### config.mk
export PLATFORM = sky130hd
export DESIGN_NAME = prim_fifo_sync_wm_flat
export DESIGN_NICKNAME = d
export VERILOG_FILES = /design/src/rtl/prim_fifo_sync_wm_pkg.sv /design/src/rtl/prim_fifo_sync_wm_if.sv /design/src/rtl/prim_fifo_sync_wm.sv /design/src/flat_wrapper.sv
export SDC_FILE = /design/constraint.sdc
export NUM_CORES = 1
export LEC_CHECK = 0
export CORE_MARGIN = 4
export CORE_UTILIZATION = 45
export CTS_BUF_LIST = sky130_fd_sc_hd__clkbuf_16
export DETAILED_ROUTE_END_ITERATION = 10
export GPL_ROUTABILITY_DRIVEN = 0
export PLACE_DENSITY = 0.75
export SETUP_SLACK_MARGIN = 0.02
export SLEW_MARGIN = 15
export SYNTH_ARGS = -nofsm -noshare
export SYNTH_HDL_FRONTEND = slang
export SYNTH_SLANG_ARGS = --single-unit
export TNS_END_PERCENT = 5
### constraint.sdc
create_clock -name clk -period 5.9 [get_ports clk]
set_clock_uncertainty 0.15 [all_clocks]
set_input_delay 1.18 -clock clk [delete_from_list [all_inputs] [get_ports clk]]
set_output_delay 1.18 -clock clk [all_outputs]
set_load 0.03 [all_outputs]
### src/rtl/prim_fifo_sync_wm_pkg.sv
// Shared pointer helpers for the prim FIFO family: wrap-aware increment and
// pointer-difference occupancy on pointers of up to PtrMaxW bits.
package prim_fifo_sync_wm_pkg;

   localparam int unsigned PtrMaxW = 32;

   typedef logic [PtrMaxW-1:0] ptr_word_t;

   typedef struct packed {
      logic full;
      logic empty;
   } fifo_flags_t;

   // Value bits needed for a pointer that indexes 0..depth-1 (at least one).
   function automatic int unsigned ptrv_width(input int unsigned depth);
      return (depth > 1) ? $clog2(depth) : 1;
   endfunction

   // Pointer layout: bit vw is the wrap bit, bits vw-1:0 hold the value.
   function automatic ptr_word_t ptr_incr(input ptr_word_t   ptr,
                                          input int unsigned vw,
                                          input int unsigned depth);
      ptr_word_t wrap_bit;
      ptr_word_t val;
      wrap_bit = ptr_word_t'(1) << vw;
      val      = ptr & (wrap_bit - 1);
      if (val == ptr_word_t'(depth - 1)) return (ptr & wrap_bit) ^ wrap_bit;
      return (ptr & wrap_bit) | (val + 1);
   endfunction

   function automatic ptr_word_t ptr2occ(input ptr_word_t   wptr,
                                         input ptr_word_t   rptr,
                                         input int unsigned vw,
                                         input int unsigned depth);
      ptr_word_t wrap_bit;
      ptr_word_t wv;
      ptr_word_t rv;
      wrap_bit = ptr_word_t'(1) << vw;
      wv       = wptr & (wrap_bit - 1);
      rv       = rptr & (wrap_bit - 1);
      if ((wptr & wrap_bit) == (rptr & wrap_bit)) return wv - rv;
      return ptr_word_t'(depth) - rv + wv;
   endfunction

endpackage

### src/rtl/prim_fifo_sync_wm_if.sv
// Valid/ready write and read channels of the synchronous FIFO.
interface prim_fifo_sync_wm_if #(
   parameter int unsigned Width = 16
);
   logic             wvalid;
   logic             wready;
   logic [Width-1:0] wdata;
   logic             rvalid;
   logic             rready;
   logic [Width-1:0] rdata;

   modport master (
      output wvalid, wdata, rready,
      input  wready, rvalid, rdata
   );

   modport slave (
      input  wvalid, wdata, rready,
      output wready, rvalid, rdata
   );
endinterface

### src/rtl/prim_fifo_sync_wm.sv
// Single-clock FIFO: arbitrary depth, optional fall-through, synchronous flush,
// almost-full/almost-empty watermarks and a sticky occupancy integrity error.
module prim_fifo_sync_wm
   import prim_fifo_sync_wm_pkg::*;
#(
   parameter int unsigned Width             = 16,
   parameter int unsigned Depth             = 4,
   parameter bit          Pass              = 1'b0,
   parameter bit          OutputZeroIfEmpty = 1'b0,
   localparam int unsigned DepthW           = $clog2(Depth + 1)
) (
   input  logic              clk,
   input  logic              rst_n,
   input  logic              clr,
   prim_fifo_sync_wm_if.slave bus,
   input  logic [DepthW-1:0] afull_thresh,
   input  logic [DepthW-1:0] aempty_thresh,
   output logic [DepthW-1:0] depth,
   output logic              afull,
   output logic              aempty,
   output logic              err
);

   localparam int unsigned PTRV_W = ptrv_width(Depth);
   localparam int unsigned PtrW   = PTRV_W + 1;

   logic [PtrW-1:0]   wptr, rptr;
   logic [PtrW-1:0]   wptr_nxt, rptr_nxt;
   logic [DepthW-1:0] depth_q;
   logic [DepthW-1:0] occ;
   logic              err_q;
   logic              err_set;
   fifo_flags_t       flags;
   logic              fall_through;
   logic              push, pop;
   logic [Width-1:0]  rdata_raw;
   logic [Width-1:0]  storage [Depth];

   always_comb begin
      flags.empty = (wptr == rptr);
      flags.full  = (wptr[PTRV_W-1:0] == rptr[PTRV_W-1:0]) && (wptr[PTRV_W] != rptr[PTRV_W]);
   end

   // Handshakes are gated by reset and flush so nothing is accepted in those cycles.
   assign bus.wready   = rst_n && !clr && !flags.full;
   assign bus.rvalid   = rst_n && !clr && (!flags.empty || (Pass && bus.wvalid));
   assign fall_through = Pass && flags.empty && bus.wvalid && bus.rready;
   assign push         = bus.wvalid && bus.wready && !fall_through;
   assign pop          = bus.rvalid && bus.rready && !fall_through;

   assign rdata_raw = (Pass && flags.empty) ? bus.wdata : storage[rptr[PTRV_W-1:0]];
   assign bus.rdata = (OutputZeroIfEmpty && !bus.rvalid) ? '0 : rdata_raw;

   assign wptr_nxt = PtrW'(ptr_incr(ptr_word_t'(wptr), PTRV_W, Depth));
   assign rptr_nxt = PtrW'(ptr_incr(ptr_word_t'(rptr), PTRV_W, Depth));
   assign occ      = DepthW'(ptr2occ(ptr_word_t'(wptr), ptr_word_t'(rptr), PTRV_W, Depth));
   assign err_set  = (depth_q != occ) || (flags.full && flags.empty);

   // NOTE: sequential state uses non-blocking assignments so every flop samples pre-edge values.
   always_ff @(posedge clk) begin
      if (!rst_n || clr) begin
         wptr    <= '0;
         rptr    <= '0;
         depth_q <= '0;
         err_q   <= 1'b0;
      end else begin
         if (push) wptr <= wptr_nxt;
         if (pop)  rptr <= rptr_nxt;
         if (push && !pop)      depth_q <= depth_q + DepthW'(1);
         else if (pop && !push) depth_q <= depth_q - DepthW'(1);
         if (err_set) err_q <= 1'b1;
      end
   end

   // NOTE: storage is not reset; pointers alone define which entries are valid.
   always_ff @(posedge clk) begin
      if (push) storage[wptr[PTRV_W-1:0]] <= bus.wdata;
   end

   assign depth  = depth_q;
   assign afull  = (depth_q >= afull_thresh);
   assign aempty = (depth_q <= aempty_thresh);
   assign err    = err_q;

   a_no_push_full: assert property (@(posedge clk) disable iff (!rst_n) push |-> !flags.full);
   a_no_pop_empty: assert property (@(posedge clk) disable iff (!rst_n) pop |-> !flags.empty);
   a_depth_max:    assert property (@(posedge clk) disable iff (!rst_n) depth_q <= DepthW'(Depth));
   a_no_err:       assert property (@(posedge clk) disable iff (!rst_n) !err_q);

endmodule

### src/flat_wrapper.sv
// flat-port wrapper written by rule: the top's interface ports become plain ports
module prim_fifo_sync_wm_flat import prim_fifo_sync_wm_pkg::*;
#(
   parameter int unsigned Width             = 16,
   parameter int unsigned Depth             = 4,
   parameter bit          Pass              = 1'b0,
   parameter bit          OutputZeroIfEmpty = 1'b0,
   localparam int unsigned DepthW           = $clog2(Depth + 1)
)
  (clk, rst_n, clr, afull_thresh, aempty_thresh, depth, afull, aempty, err, bus_wvalid, bus_wdata, bus_rready, bus_wready, bus_rvalid, bus_rdata);
  prim_fifo_sync_wm_if #(.Width(Width)) bus_i ();
  input  logic clk;
  input  logic rst_n;
  input  logic clr;
  input  logic [DepthW-1:0] afull_thresh;
  input  logic [DepthW-1:0] aempty_thresh;
  output logic [DepthW-1:0] depth;
  output logic afull;
  output logic aempty;
  output logic err;
  input wire logic [$bits(bus_i.wvalid)-1:0] bus_wvalid;
  input wire logic [$bits(bus_i.wdata)-1:0] bus_wdata;
  input wire logic [$bits(bus_i.rready)-1:0] bus_rready;
  output wire logic [$bits(bus_i.wready)-1:0] bus_wready;
  output wire logic [$bits(bus_i.rvalid)-1:0] bus_rvalid;
  output wire logic [$bits(bus_i.rdata)-1:0] bus_rdata;
  assign bus_i.wvalid = bus_wvalid;
  assign bus_i.wdata = bus_wdata;
  assign bus_i.rready = bus_rready;
  assign bus_wready = bus_i.wready;
  assign bus_rvalid = bus_i.rvalid;
  assign bus_rdata = bus_i.rdata;
  prim_fifo_sync_wm #(.Width(Width), .Depth(Depth), .Pass(Pass), .OutputZeroIfEmpty(OutputZeroIfEmpty)) u_core (.clk(clk), .rst_n(rst_n), .clr(clr), .bus(bus_i), .afull_thresh(afull_thresh), .aempty_thresh(aempty_thresh), .depth(depth), .afull(afull), .aempty(aempty), .err(err));
endmodule
# After elaboration in Yosys (flattened, before gate mapping)

Memories as Yosys holds them, arrays and structs flattened. A register that Yosys moved wholly into a read port is not among the register bits.
Cells that the tools add are included.

Logic and storage cells: 58
RAM bits: 64
Input bits: 27
Memories kept: 1
Output and inout port bits: 24
Bits in registers: 10

Memories:

| memory         | words | width | rd ports | clocked after memory_dff | write ports | RTL line                | source |
|---|---|---|---|---|---|---|---|
| u_core.storage | 4     | 16    | 1        | 1                        | 1           | prim_fifo_sync_wm.sv:37 | `logic [Width-1:0] storage [Depth];` |

Bitwise gates (word level): 4
Reductions and logical operators: 18
Add/subtract/negate cells: 7
Eq/ne operators: 7
Mux-type cells: 15
Magnitude comparators: 2

Operators by type and width:

| kind                                                                | number |
|---|---|
| 3-bit two-way mux                                                   | 8 |
| 1-bit logical AND                                                   | 9 |
| 2-bit by 1-bit adder with 3-bit output (second input constant)      | 2 |
| 1-bit zero test                                                     | 6 |
| 3-bit bitwise OR                                                    | 2 |
| 1-bit two-way mux                                                   | 5 |
| 2-bit equality test (second input constant)                         | 2 |
| 2-bit two-way mux                                                   | 2 |
| 3-bit by 1-bit adder with 3-bit output (second input constant)      | 1 |
| 3-bit by 2-bit adder with 3-bit output                              | 1 |
| 3-bit equality test                                                 | 1 |
| 3-bit >= comparator                                                 | 1 |
| 3-bit less-or-equal comparator                                      | 1 |
| 3-bit inequality test                                               | 1 |
| 2-bit by 2-bit subtractor with 3-bit output                         | 1 |
| 3-bit by 1-bit subtractor with 3-bit output (second input constant) | 1 |
| 3-bit by 2-bit subtractor with 3-bit output (first input constant)  | 1 |
| 2-bit equality test                                                 | 1 |
| 1-bit logical OR                                                    | 2 |
| 1-bit inverter                                                      | 2 |
| 2-bit nonzero test                                                  | 1 |
| 1-bit equality test                                                 | 1 |
| 1-bit inequality test                                               | 1 |

# Depth between registers and ports, before layout

Word-level depth: 9
Mapped depth: 10
Gate-level depth less buffers: 10

# Worst setup path before layout

OpenSTA, ideal clock, no wires.

Path type: input to output
Start: input aempty_thresh[1]
End: output aempty
Arrival time: 2,446 ps
Stages on the path: 5
Setup slack: 2,124 ps
Data required time: 4,570 ps
Buffers on the path: 0
Cell sequence: inv_1 -> ha_1 -> nor2b_1 -> o21a_1 -> o21ai_0

Longest elaborated chain between the ends: 1

Ends and longest elaborated chain:

| item                           | RTL line                | source |
|---|---|---|
| from (decl)                    | flat_wrapper.sv:16      | `input logic [DepthW-1:0] aempty_thresh;` |
| 3-bit less-or-equal comparator | prim_fifo_sync_wm.sv:82 | `assign aempty = (depth_q <= aempty_thresh);` |
| to (decl)                      | flat_wrapper.sv:19      | `output logic aempty;` |

No other way between the ends.

# Worst setup path in the final report

Same ends and word-level chain as after synthesis.

==> results.yml <==
layout:
  layout-area-overhead-vs-synth_pct: 28.7
  share_of_cells_above_drive_strength_1_pct: 15.3
  non_filler_cells_in_the_finished_layout: 331
  area_of_the_multi_input_gates_sq_um: 915
  antennaDiodeCount: 0
  fillers: 508
  num-nets-final: 273
  final-seq-area_sq_um: 2160
setup_path:
  timing.critical_path.to_type: "output port"
  rr_worst_depth: 10
  critical_path.max_fanout: 2
  worst_setup_path_startpoint: "aempty_thresh[1]"
  crit_path_start_kind: "primary input"
  critPathKind: "primary input to output port"
  worstReg2RegStart: "u_core.wptr[0]$_SDFFE_PP0P_"
  reg2reg_slack_ns: 3.15
  timing.critical_path.arrival_ns: 3.06
  critPathRequiredTime_ns: 4.57
floorplanning:
  core.rowCount: 30
  dieArea_sq_um: 8380
  core_region_area_sq_um: 6790
  die_wd_um: 91.5
  initial_utilization_pct: 46.2
  top_level_ports: 51
  chipHeight_um: 91.5
pwr:
  vdd.ir_drop.worst_mv: 0.195
  p_total_mw: 1.22
  power.density_cell_area_nw_per_um2: 301
  p_leak_nw: 1.41
hold_path:
  hold_path_depth: 1
  min_from: "u_core.wptr[2]$_SDFFE_PP0P_"
  hold_class: "flop to flop"
route:
  postRouteAntennaNets: 0
  drt_pass1_iterations: 4
  via_per_inst: 5.02
  wl_per_cell_um: 16.5
  drc_violations: 0
  wl_um: 5450
  dr_total_vias: 1661
  violation_count_after_the_first_detailed_routing_iteration: 124
logic_synthesis:
  synth_top_area_share_pct: 61.2
  synth-seq-cells: 76
  netlist_top_cells_area: "edfxtp_1 (61%), mux4_2 (11%), dfxtp_1 (7.7%), ha_1 (5.6%), xnor2_1 (1.4%)"
  synthesis.area_sq_um: 3140
  syn-num-nets: 217
  post-synth-top-area-cell: "edfxtp_1"
  post_synth.cell_area_avg_sq_um: 18.0
  synth.distinct_cells: 31
  seq_area_frac_synth_pct: 68.9
  syn_inst: 174
  synth-warning-count: 0
grt:
  gr-usage-all-layers_pct: 13.9
  first_global_vias: 1724
  first_pass_grt_wire_length_um: 8760
  grt_antenna_before_repair: 0
  grt_max_degree: 17
  global_route.overflow_total: 0
sta:
  finalSetupTns_ns: 0
  finalHoldViolations: 0
  finalSetupViolations: 0
  fmax_mhz: 228
  finalWorstSetupSlack_ns: 1.51
  fin_crit_share_pct: 74.4
  slew_headroom_pct: 45.5
  rsz0062_at_grt: "no"
  final_period_minus_worst_setup_slack_ns: 4.39
  max_slew.worst_pin.slew_ns: 0.818
  finalMaxSlewViolations: 0
clock_network:
  post_cts_resized: 0
  clock_tree.buffer_depth: 2
  tritoncts: "yes"
  clk_pin_slew_ns: 0.06
  clock_insertion_delay_worst_skew_ns: 0.33
  cts.sinks: 76
  holdBufCountCts: 0
  numCtsBuffers: 9
  ctsHtreeMaxLevel: 3
  post_cts_buffers: 0
  cts-root-buf: "clkbuf_16"
outcome:
  outcome: "finished clean"
job:
  timing.max_cap.violations: 0
place:
  place.detailed.instances: 315
  io_buffer_count: 50
  post_dp_hpwl_um: 3570
  detailedPlace.worstSlack_ns: 1.49
[layer usage]
layer  track usage, %  up-vias  share of wire, %
met5                0        -                 0
met4             4.52        0              0.94
li1                 -      784                 -
met2             22.9       35                53
met3             5.05        7               4.1
met1             17.0      835                42
[stage by stage]
step           utilization (%)  instance area (sq um)  hold slack, ns
2_1_floorplan                -                   3140           0.312
3_3_place_gp              55.0                   3740           0.334
3_5_place_dp              55.0                   3740           0.342
4_1_cts                   59.4                   4040           0.356
5_1_grt                   59.5                   4040           0.420
6_report                  59.5                   4040           0.361
[report_power, final]
group	switching, mW	internal (mW)
Combinational	0.0428	0.0456
Sequential	0.00547	0.589
Clock	0.205	0.328
Total	0.253	0.963
[synth_stat cells]
library cell   n
edfxtp_1      64
mux4_2        16
ha_1          14
dfxtp_1       12
inv_1         11
nor2_1         8
xnor2_1        5
a21oi_1        4
and2_1         3
clkbuf_1       3
mux2i_1        3
nand2_1        3
a21o_1         2
a31oi_1        2
buf_2          2
fa_1           2
mux2_2         2
nand2b_1       2
nor2b_1        2
o21ai_0        2
xor2_1         2
a311o_1        1
a311oi_1       1
mux2_4         1
nand3_1        1
nor3_1         1
o2111ai_1      1
o211a_1        1
o21a_1         1
or2_2          1
or3_1          1
[placed cells by master (no fill, tap or decap), types with 2 or more instances in the layout]
cell type / instances
a21oi_1: 4
mux2i_1: 3
fa_1: 2
mux4_2: 16
clkdlybuf4s50_1: 50
clkbuf_16: 9
xor2_1: 2
o21ai_0: 2
a21o_1: 2
nand2_1: 3
nand2b_1: 2
nor2b_1: 2
nor2_1: 8
dfxtp_1: 11
and2_1: 3
a31oi_1: 2
clkinv_4: 2
edfxtp_1: 64
ha_1: 14
xnor2_1: 5
inv_1: 11
mux2_2: 2
clkinvlp_4: 2
[critical path: stages]
cell             delay [ns]
clkdlybuf4s50_1        0.45
inv_1                  0.04
ha_1                   0.29
nor2b_1                0.13
o21a_1                 0.16
o21ai_0                0.13
clkdlybuf4s50_1        0.69
[logic make-up after synthesis]
kind of cell / after synthesis / synth area share [%]
adders and majority gates: 16 / 6.86
DFF: 76 / 68.9
and+or+nand+nor: 22 / 3.43
muxes: 22 / 13.6
AOI/OAI and AO/OA: 15 / 3.27
buffers and inverters: 16 / 1.99
xor gates and xnor gates: 7 / 1.95
[area by class of cell]
| type | instances | area share (%) |
|---|---|---|
| clock buffer | 9 | 5.57 |
| clock inverter | 7 | 1.86 |
| inverter | 11 | 1.02 |
| multi-input combinational | 82 | 22.6 |
| sequential | 76 | 53.5 |
| tap | 96 | 2.97 |
| timing repair buffer | 50 | 12.4 |
[flip-flops by register name, indices dropped and copies added (netlist names), named ones only]
signal and flops:
u_core.rptr 3, u_core.storage 64, u_core.depth 3, u_core.wptr 3, u_core.err 1
[worst paths after layout]
kind / end
hold / removal: u_core.wptr[2]$_SDFFE_PP0P_
setup reg to reg: u_core.depth[2]$_SDFFE_PP0P_
hold reg to reg: u_core.wptr[2]$_SDFFE_PP0P_
setup / recovery: aempty
No activity file was read; power rests on OpenSTA's default activity.
